## src/rtl/pmt_fifo_n.sv

```systemverilog
// DEPTH-stage permit-gated token pipeline with drive/free handshake and per-stage fire pulses.
// Latency: a token accepted at edge E reaches stage DEPTH-1 after edge E+DEPTH-1 (all permits high).
// Backpressure: i_freeNext ripples combinationally back to o_free for zero-bubble streaming.
module pmt_fifo_n #(
    parameter int DEPTH  = 4,
    parameter int WIDTH  = 8,
    parameter bit PMT_EN = 1'b1
) (
    input  logic                       clk,
    input  logic                       rst,
    input  logic [DEPTH-1:0]           pmt,
    input  logic                       i_drive,
    input  logic [WIDTH-1:0]           i_data,
    output logic                       o_free,
    output logic                       o_driveNext,
    output logic [WIDTH-1:0]           o_data,
    input  logic                       i_freeNext,
    output logic [DEPTH-1:0]           o_fire,
    output logic [$clog2(DEPTH+1)-1:0] o_count
);

    localparam int CW = $clog2(DEPTH+1);

    logic [DEPTH-1:0] full_q;
    logic [DEPTH-1:0] full_nxt;
    logic [DEPTH-1:0] perm;
    logic [DEPTH-1:0] move;
    logic [WIDTH-1:0] data_q [DEPTH];
    logic [CW-1:0]    count_q;
    logic [CW-1:0]    count_nxt;
    logic             accept;

    assign perm = PMT_EN ? pmt : {DEPTH{1'b1}};

    // Evaluated from the output end so each stage sees whether its successor vacates.
    always_comb begin
        move            = '0;
        move[DEPTH-1]   = full_q[DEPTH-1] & perm[DEPTH-1] & i_freeNext;
        for (int k = DEPTH - 2; k >= 0; k--) begin
            move[k] = full_q[k] & perm[k] & (~full_q[k+1] | move[k+1]);
        end
    end

    assign o_free      = ~full_q[0] | move[0];
    assign accept      = i_drive & o_free;
    assign o_driveNext = full_q[DEPTH-1] & perm[DEPTH-1];
    assign o_data      = data_q[DEPTH-1];
    assign o_fire      = move;
    assign o_count     = count_q;

    always_comb begin
        full_nxt    = '0;
        full_nxt[0] = accept | (full_q[0] & ~move[0]);
        for (int k = 1; k < DEPTH; k++) begin
            full_nxt[k] = move[k-1] | (full_q[k] & ~move[k]);
        end
        count_nxt = '0;
        for (int k = 0; k < DEPTH; k++) begin
            count_nxt = count_nxt + CW'(full_nxt[k]);
        end
    end

    always_ff @(posedge clk or negedge rst) begin
        if (!rst) begin
            full_q  <= '0;
            count_q <= '0;
            for (int k = 0; k < DEPTH; k++) begin
                data_q[k] <= '0;
            end
        end else begin
            full_q  <= full_nxt;
            count_q <= count_nxt;
            if (accept) begin
                data_q[0] <= i_data;
            end
            for (int k = 1; k < DEPTH; k++) begin
                if (move[k-1]) begin
                    data_q[k] <= data_q[k-1];
                end
            end
        end
    end

endmodule

```

## config.mk

```make
export PLATFORM = sky130hd
export DESIGN_NAME = pmt_fifo_n
export DESIGN_NICKNAME = d
export VERILOG_FILES = /design/src/rtl/pmt_fifo_n.sv
export SDC_FILE = /design/constraint.sdc
export NUM_CORES = 1
export LEC_CHECK = 0
export ABC_CLOCK_PERIOD_IN_PS = 2400
export BUFFER_PORTS_ARGS = -buffer_cell sky130_fd_sc_hd__clkbuf_2
export CAP_MARGIN = 10
export CORE_UTILIZATION = 48
export DETAILED_ROUTE_END_ITERATION = 12
export PLACE_DENSITY = 0.74
export SETUP_SLACK_MARGIN = 0.05
export SLEW_MARGIN = 20
export SYNTH_ARGS = -nofsm -noshare
export SYNTH_HDL_FRONTEND = slang
export SYNTH_SLANG_ARGS = --single-unit
export TNS_END_PERCENT = 1
```

## constraint.sdc

```tcl
create_clock -name clk -period 2.4 [get_ports clk]
set_input_delay 0.12 -clock clk [delete_from_list [all_inputs] [get_ports clk]]
set_output_delay 0.12 -clock clk [all_outputs]
set_load 0.01 [all_outputs]
```

==> results.sh, run 1 <==
export IMPL_avgSynthCellArea_um2=14.8
export IMPL_cts_made_buffers=5
export IMPL_critPathMaxFanout=3
export IMPL_dp_hpwl_mm=1.82
export IMPL_tns_ns=0
export IMPL_power_density_mw_per_mm2=1140
export IMPL_dieWidth_um=60.7
export IMPL_arrival_ns=2.46
export IMPL_synth_cells=112
export IMPL_die_h_um=60.7
export IMPL_finalHoldViolCount=0
export IMPL_yosysSeqAreaShare=0.590
export IMPL_numPortBuffers=32
export IMPL_tritoncts="yes"
export IMPL_final_antenna_net_count=0
export IMPL_antenna_found_initial=0
export IMPL_finalSetupViolCount=0
export IMPL_globalplace_congestion=0.726
export IMPL_rsz0062_at_grt="false"
export IMPL_setup_slack_ns=0.167
export IMPL_initial_core_util=0.525
export IMPL_cts_path_max_buffers=2
export IMPL_grt_usage=0.166
export IMPL_cellLeakagePower_nw=0.945
export IMPL_skew_ns=0.00334
export IMPL_finalNetCount=173
export IMPL_rows=20
export IMPL_finalCriticalPeriod_ns=2.23
export IMPL_drt_wl_total_mm=2.57
export IMPL_end_kind="flip-flop"
export IMPL_ys_warn_count=0
export IMPL_coreArea_mm2=0.00315
export IMPL_viasPerCell=4.89
export IMPL_wl_per_cell_um=12.9
export IMPL_worstMarginPinSlew_ns=0.924
export IMPL_synth_seq_cells=39
export IMPL_timing_rr_start="full_q[3]"
export IMPL_clkTransAtPathRegs_ns=0.10
export IMPL_cts_sinks=39
export IMPL_fmax_mhz=448
export IMPL_drc=0
export IMPL_die_area_mm2=0.00368
export IMPL_grt_pass1_vias=921
export IMPL_io_pins=33
export IMPL_insertion_delay_ns=0.33
export IMPL_grt_start_max_net_pins=40
export IMPL_stdcell_count=199
export IMPL_post_route_period_util=0.930
export IMPL_drt_iter0_drc=18
export IMPL_cts_htree_levels=2
export IMPL_drtPass1Iterations=4
export IMPL_crit_type="flip-flop to flip-flop"
export IMPL_endpoint="o_count[1]"
export IMPL_synth_cell_types=24
export IMPL_startpoint_type="flip-flop"
export IMPL_ir_drop_v=0.000550
export IMPL_antenna_cells=0
export IMPL_slew_viol_final=0
export IMPL_syn2layout_area_growth_pct=21.9
export IMPL_maxCapViolCount=0
export IMPL_required_ns=2.63
export IMPL_crit_path_start="full_q[3]"
export IMPL_reg2reg_depth=8
export IMPL_cts_root_buf="clkbuf_4"
export IMPL_netlist_area_mm2=0.00165
export IMPL_min_path_type="primary input to flip-flop"
export IMPL_grt_pass1_wl_mm=4.24
export IMPL_status="finished, final reports clean"
export IMPL_synth_nets=131
export IMPL_ff2ff_setup_slack_ns=0.17
export IMPL_dp_slack_ns=0.0923
export IMPL_gr_total_overflow=0
export IMPL_max_slew_margin_rel=0.384
export IMPL_drive_above_1_share=0.516
export IMPL_r2r_end="o_count[1]"
export IMPL_vias=973
export IMPL_dp_cells=182
export IMPL_post_cts_setup_buffers=0
state kept, by name, indices dropped and copies added (netlist names):
signal,cells
data_q,24
o_count,3
full_q,4
o_data,8
how the worst min path moves through the flow:
stage                     startpoint         end  cells past startpoint
after floorplan                  rst  data_q[10]                      0
after global placement           rst   full_q[3]                      1
after detailed placement         rst   full_q[3]                      1
after CTS                  i_data[2]  data_q[26]                      2
after global routing         i_drive   full_q[0]                      2
final                        i_drive   full_q[0]                      2
final cells by class:
| type | instances | area, um2 |
|---|---|---|
| multi-input combinational | 60 | 599 |
| sequential | 39 | 976 |
| clock buffer | 6 | 41.3 |
| fill | 277 | 1140 |
| tap | 44 | 55.1 |
| inverter | 5 | 18.8 |
| clock inverter | 2 | 60.1 |
| timing repair buffer | 43 | 265 |
logic make-up (layout without fill, tap and decap cells):
logic type / Yosys count / after routing / share of synthesized area
AND/OR/NAND/NOR: 15 / 15 / 0.0507
flip-flops: 39 / 39 / 0.590
AO/OA/AOI/OAI: 10 / 10 / 0.0666
adder cells (fa/ha/maj): 3 / 3 / 0.0272
multiplexers: 32 / 32 / 0.218
buffers and inverters: 13 / 56 / 0.0477
through the flow:
| step | hold slack (ns) | utilization | area, um2 | power [mW] |
|---|---|---|---|---|
| finish | 0.0571 | 0.639 | 2020 | 2.30 |
| global route | 0.0442 | 0.639 | 2020 | 2.47 |
| CTS | 0.00100 | 0.627 | 1980 | 2.33 |
| detailed placement | 0.298 | 0.579 | 1820 | 1.79 |
| global placement | 0.287 | 0.579 | 1820 | 1.74 |
| floorplan | -0.176 | - | 1650 | 1.63 |
power breakdown:
part           switching (mW)  internal, mW  total (mW)
Combinational           0.271         0.384       0.655
Clock                   0.199         0.325       0.524
Sequential              0.161         0.959        1.12
Total                   0.630          1.67        2.30
Yosys cell counts:
cell / n / area (um2)
a211oi_4: 1 / 20.0
a21boi_0: 2 / 15.0
a21boi_2: 1 / 11.3
a21o_1: 1 / 7.51
a22o_1: 1 / 8.76
a31o_2: 1 / 8.76
a31oi_2: 1 / 12.5
a31oi_4: 1 / 21.3
and2_1: 1 / 6.26
and2b_4: 1 / 10.0
and3_1: 1 / 6.26
buf_4: 8 / 60.1
dfrtp_1: 39 / 976
fa_1: 1 / 20.0
ha_1: 2 / 25.0
inv_1: 5 / 18.8
mux2_2: 32 / 360
nand2_1: 5 / 18.8
nand2_2: 1 / 6.26
nand2b_1: 3 / 18.8
nand3b_1: 1 / 7.51
nor2_1: 1 / 3.75
nor2b_1: 1 / 6.26
o21ai_0: 1 / 5.00
layer usage:
| metal | wire length (um) | vias up | GRT usage |
|---|---|---|---|
| li1 | - | 469 | - |
| met1 | 1230 | 471 | 0.226 |
| met2 | 1190 | 28 | 0.237 |
| met3 | 115 | 5 | 0.0640 |
| met4 | 33 | 0 | 0.0714 |
| met5 | 0 | - | 0 |
critical path: stages, from the launching register on:
cell and delay (ns):
dfrtp_1 0.36, a21boi_2 0.18, o21ai_1 0.11, a31o_2 0.28, nor2b_1 0.15, fa_1 0.54
inv_1 0.05, ha_1 0.20, ha_1 0.26
cells in the final DEF, fill, tap and decap left out, types with 2 or more instances in the layout:
cell	netlist	routed
nand2_1	5	5
buf_4	8	2
dfrtp_1	39	39
clkbuf_4	0	5
dlygate4sd3_1	0	9
inv_1	5	5
ha_1	2	2
mux2_2	32	32
nand2b_1	3	3
clkbuf_2	0	32
bufinv_16	0	2
timing repair:
action                                  4_1_cts  5_1_grt
hold buffers                                  5        4
endpoints found under the hold margin        43        4
endpoints found under the setup margin        0        1
resized for setup                             0        2
Note: power is estimated with default switching activity, not from simulation.
==> run 2, diff against run 1 <==
--- a/config.mk
+++ b/config.mk
@@ -9,6 +9,7 @@
 export BUFFER_PORTS_ARGS = -buffer_cell sky130_fd_sc_hd__clkbuf_2
 export CAP_MARGIN = 10
 export CORE_UTILIZATION = 48
+export CTS_BUF_LIST = sky130_fd_sc_hd__clkbuf_16
 export DETAILED_ROUTE_END_ITERATION = 12
 export PLACE_DENSITY = 0.74
 export SETUP_SLACK_MARGIN = 0.05
==> constraint.sdc (replaced) <==
create_clock -name clk -period 2.4 [get_ports clk]
set_input_delay 0 -clock clk [delete_from_list [all_inputs] [get_ports clk]]
set_output_delay 0 -clock clk [all_outputs]
set_load 0.01 [all_outputs]
==> results.sh, run 2 (synthesized netlist as in run 1, its figures left out) <==
export IMPL_status="finished, final reports clean"
export IMPL_drive_above_1_share=0.513
export IMPL_cellLeakagePower_nw=0.992
export IMPL_syn2layout_area_growth_pct=27.8
export IMPL_crit_path_cell_trace="a21boi_2, o21ai_1, a31o_2, nor2b_1, fa_1, inv_1, ha_1, ha_1"
export IMPL_cts_sinks=39
export IMPL_nFillCells=262
export IMPL_die_area_mm2=0.00368
export IMPL_maxCapViolCount=0
export IMPL_dp_slack_ns=0.0923
export IMPL_wl_per_cell_um=13.1
export IMPL_finalHoldViolCount=0
export IMPL_post_cts_setup_buffers=0
export IMPL_finalCriticalPeriod_ns=2.22
export IMPL_worstMarginPinSlew_ns=0.908
export IMPL_drt_iter0_drc=26
export IMPL_mostFrequentLayoutCells="39 x dfrtp_1, 32 x mux2_2, 32 x clkbuf_2, 10 x dlygate4sd3_1, 6 x inv_1"
export IMPL_viasPerCell=4.91
export IMPL_cts_path_max_buffers=2
export IMPL_min_path_type="primary input to flip-flop"
export IMPL_met2WireLength_mm=1.23
export IMPL_drtPass1Iterations=3
export IMPL_wl_met3_um=140
export IMPL_globalplace_congestion=0.726
export IMPL_final_common_cell="dfrtp_1"
export IMPL_drt_wl_total_mm=2.62
export IMPL_insertion_delay_ns=0.28
export IMPL_ir_drop_v=0.000683
export IMPL_grt_usage=0.178
export IMPL_skew_ns=0.00259
export IMPL_coreArea_mm2=0.00315
export IMPL_grt_pass1_wl_mm=4.44
export IMPL_largest_register="data_q"
export IMPL_numPortBuffers=32
export IMPL_vias=981
export IMPL_m1WireLength_mm=1.17
export IMPL_reg2reg_depth=8
export IMPL_slew_viol_final=0
export IMPL_crit_type="flip-flop to flip-flop"
export IMPL_arrival_ns=2.38
export IMPL_dp_hpwl_mm=1.82
export IMPL_dieWidth_um=60.7
export IMPL_gr_total_overflow=0
export IMPL_final_antenna_net_count=0
export IMPL_cts_made_buffers=5
export IMPL_setup_slack_ns=0.179
export IMPL_largest_reg_flops=24
export IMPL_io_pins=33
export IMPL_end_kind="flip-flop"
export IMPL_critPathSlowestCell="fa_1"
export IMPL_critPathMaxStageDelay_ns=0.54
export IMPL_total_power_mw=2.61
export IMPL_cts_root_buf="clkbuf_16"
export IMPL_rsz0062_at_grt="false"
export IMPL_hold_depth=2
export IMPL_tritoncts="yes"
export IMPL_rows=20
export IMPL_tns_ns=0
export IMPL_cts_htree_levels=2
export IMPL_startpoint_type="flip-flop"
export IMPL_grt_pass1_vias=957
export IMPL_fmax_mhz=450
export IMPL_required_ns=2.56
export IMPL_max_slew_margin_rel=0.395
export IMPL_clkTransAtPathRegs_ns=0.05
export IMPL_grt_start_max_net_pins=40
export IMPL_routed_top_layer="met4"
export IMPL_cp_num_cells=8
export IMPL_cp_top_family="adder cells"
export IMPL_hold_ws_ns=0.00235
export IMPL_initial_core_util=0.525
export IMPL_drc=0
export IMPL_cp_buffers_inverters=1
export IMPL_cp_common_cell="ha_1"
export IMPL_die_h_um=60.7
export IMPL_finalSetupViolCount=0
export IMPL_antenna_cells=0
export IMPL_finalNetCount=174
export IMPL_power_density_mw_per_mm2=1240
export IMPL_critPathMaxFanout=3
export IMPL_post_route_period_util=0.925
export IMPL_antenna_found_initial=0
[run 2: cell type report]
cell class	instances	area, um2	area share
sequential	39	976	0.462
timing repair buffer	44	275	0.130
inverter	5	18.8	0.00888
clock inverter	3	63.8	0.0302
multi-input combinational	60	599	0.284
tap	44	55.1	0.0261
clock buffer	5	125	0.0592
[run 2: stage by stage]
step           area [um2]  std cells  utilization
2_1_floorplan        1650        112            -
5_1_grt              2110        200        0.670
4_1_cts              2110        200        0.670
3_3_place_gp         1820        182        0.579
6_report             2110        200        0.670
3_5_place_dp         1820        182        0.579
[run 2: path summary, 6_finish.rpt]
check                      startpoint          to  slack, ns
hold reg to reg            data_q[10]  data_q[10]       0.50
setup reg to reg            full_q[3]  o_count[1]       0.18
setup / recovery            full_q[3]  o_count[1]       0.18
min in group asynchronous         rst   full_q[3]       0.38
hold / removal                 pmt[2]   full_q[3]      0.002
max in group asynchronous         rst  o_count[0]       1.45
[run 2: per-layer routing]
layer / vias up / global-route usage
li1: 470 / -
met1: 475 / 0.230
met2: 28 / 0.253
met3: 8 / 0.0704
met4: 0 / 0.110
met5: - / 0
[run 2: power by group]
part	switching, mW	internal, mW	leakage, nW
Clock	0.240	0.591	0.0952
Sequential	0.159	0.964	0.457
Combinational	0.272	0.385	0.440
[run 2: worst register-to-register path, delay by kind of cell, from the launching register on]
kind / cells / cell delay, ns
fa+ha+maj: 3 / 1.00
flops: 1 / 0.34
buf+inv: 1 / 0.05
compound gates: 3 / 0.57
simple gates: 1 / 0.15
[run 2: timing repair]
| item | CTS | global route |
|---|---|---|
| endpoints found under the hold margin | 48 | 0 |
| resized for setup | 0 | 2 |
| hold buffers | 10 | 0 |
| endpoints found under the setup margin | 0 | 1 |
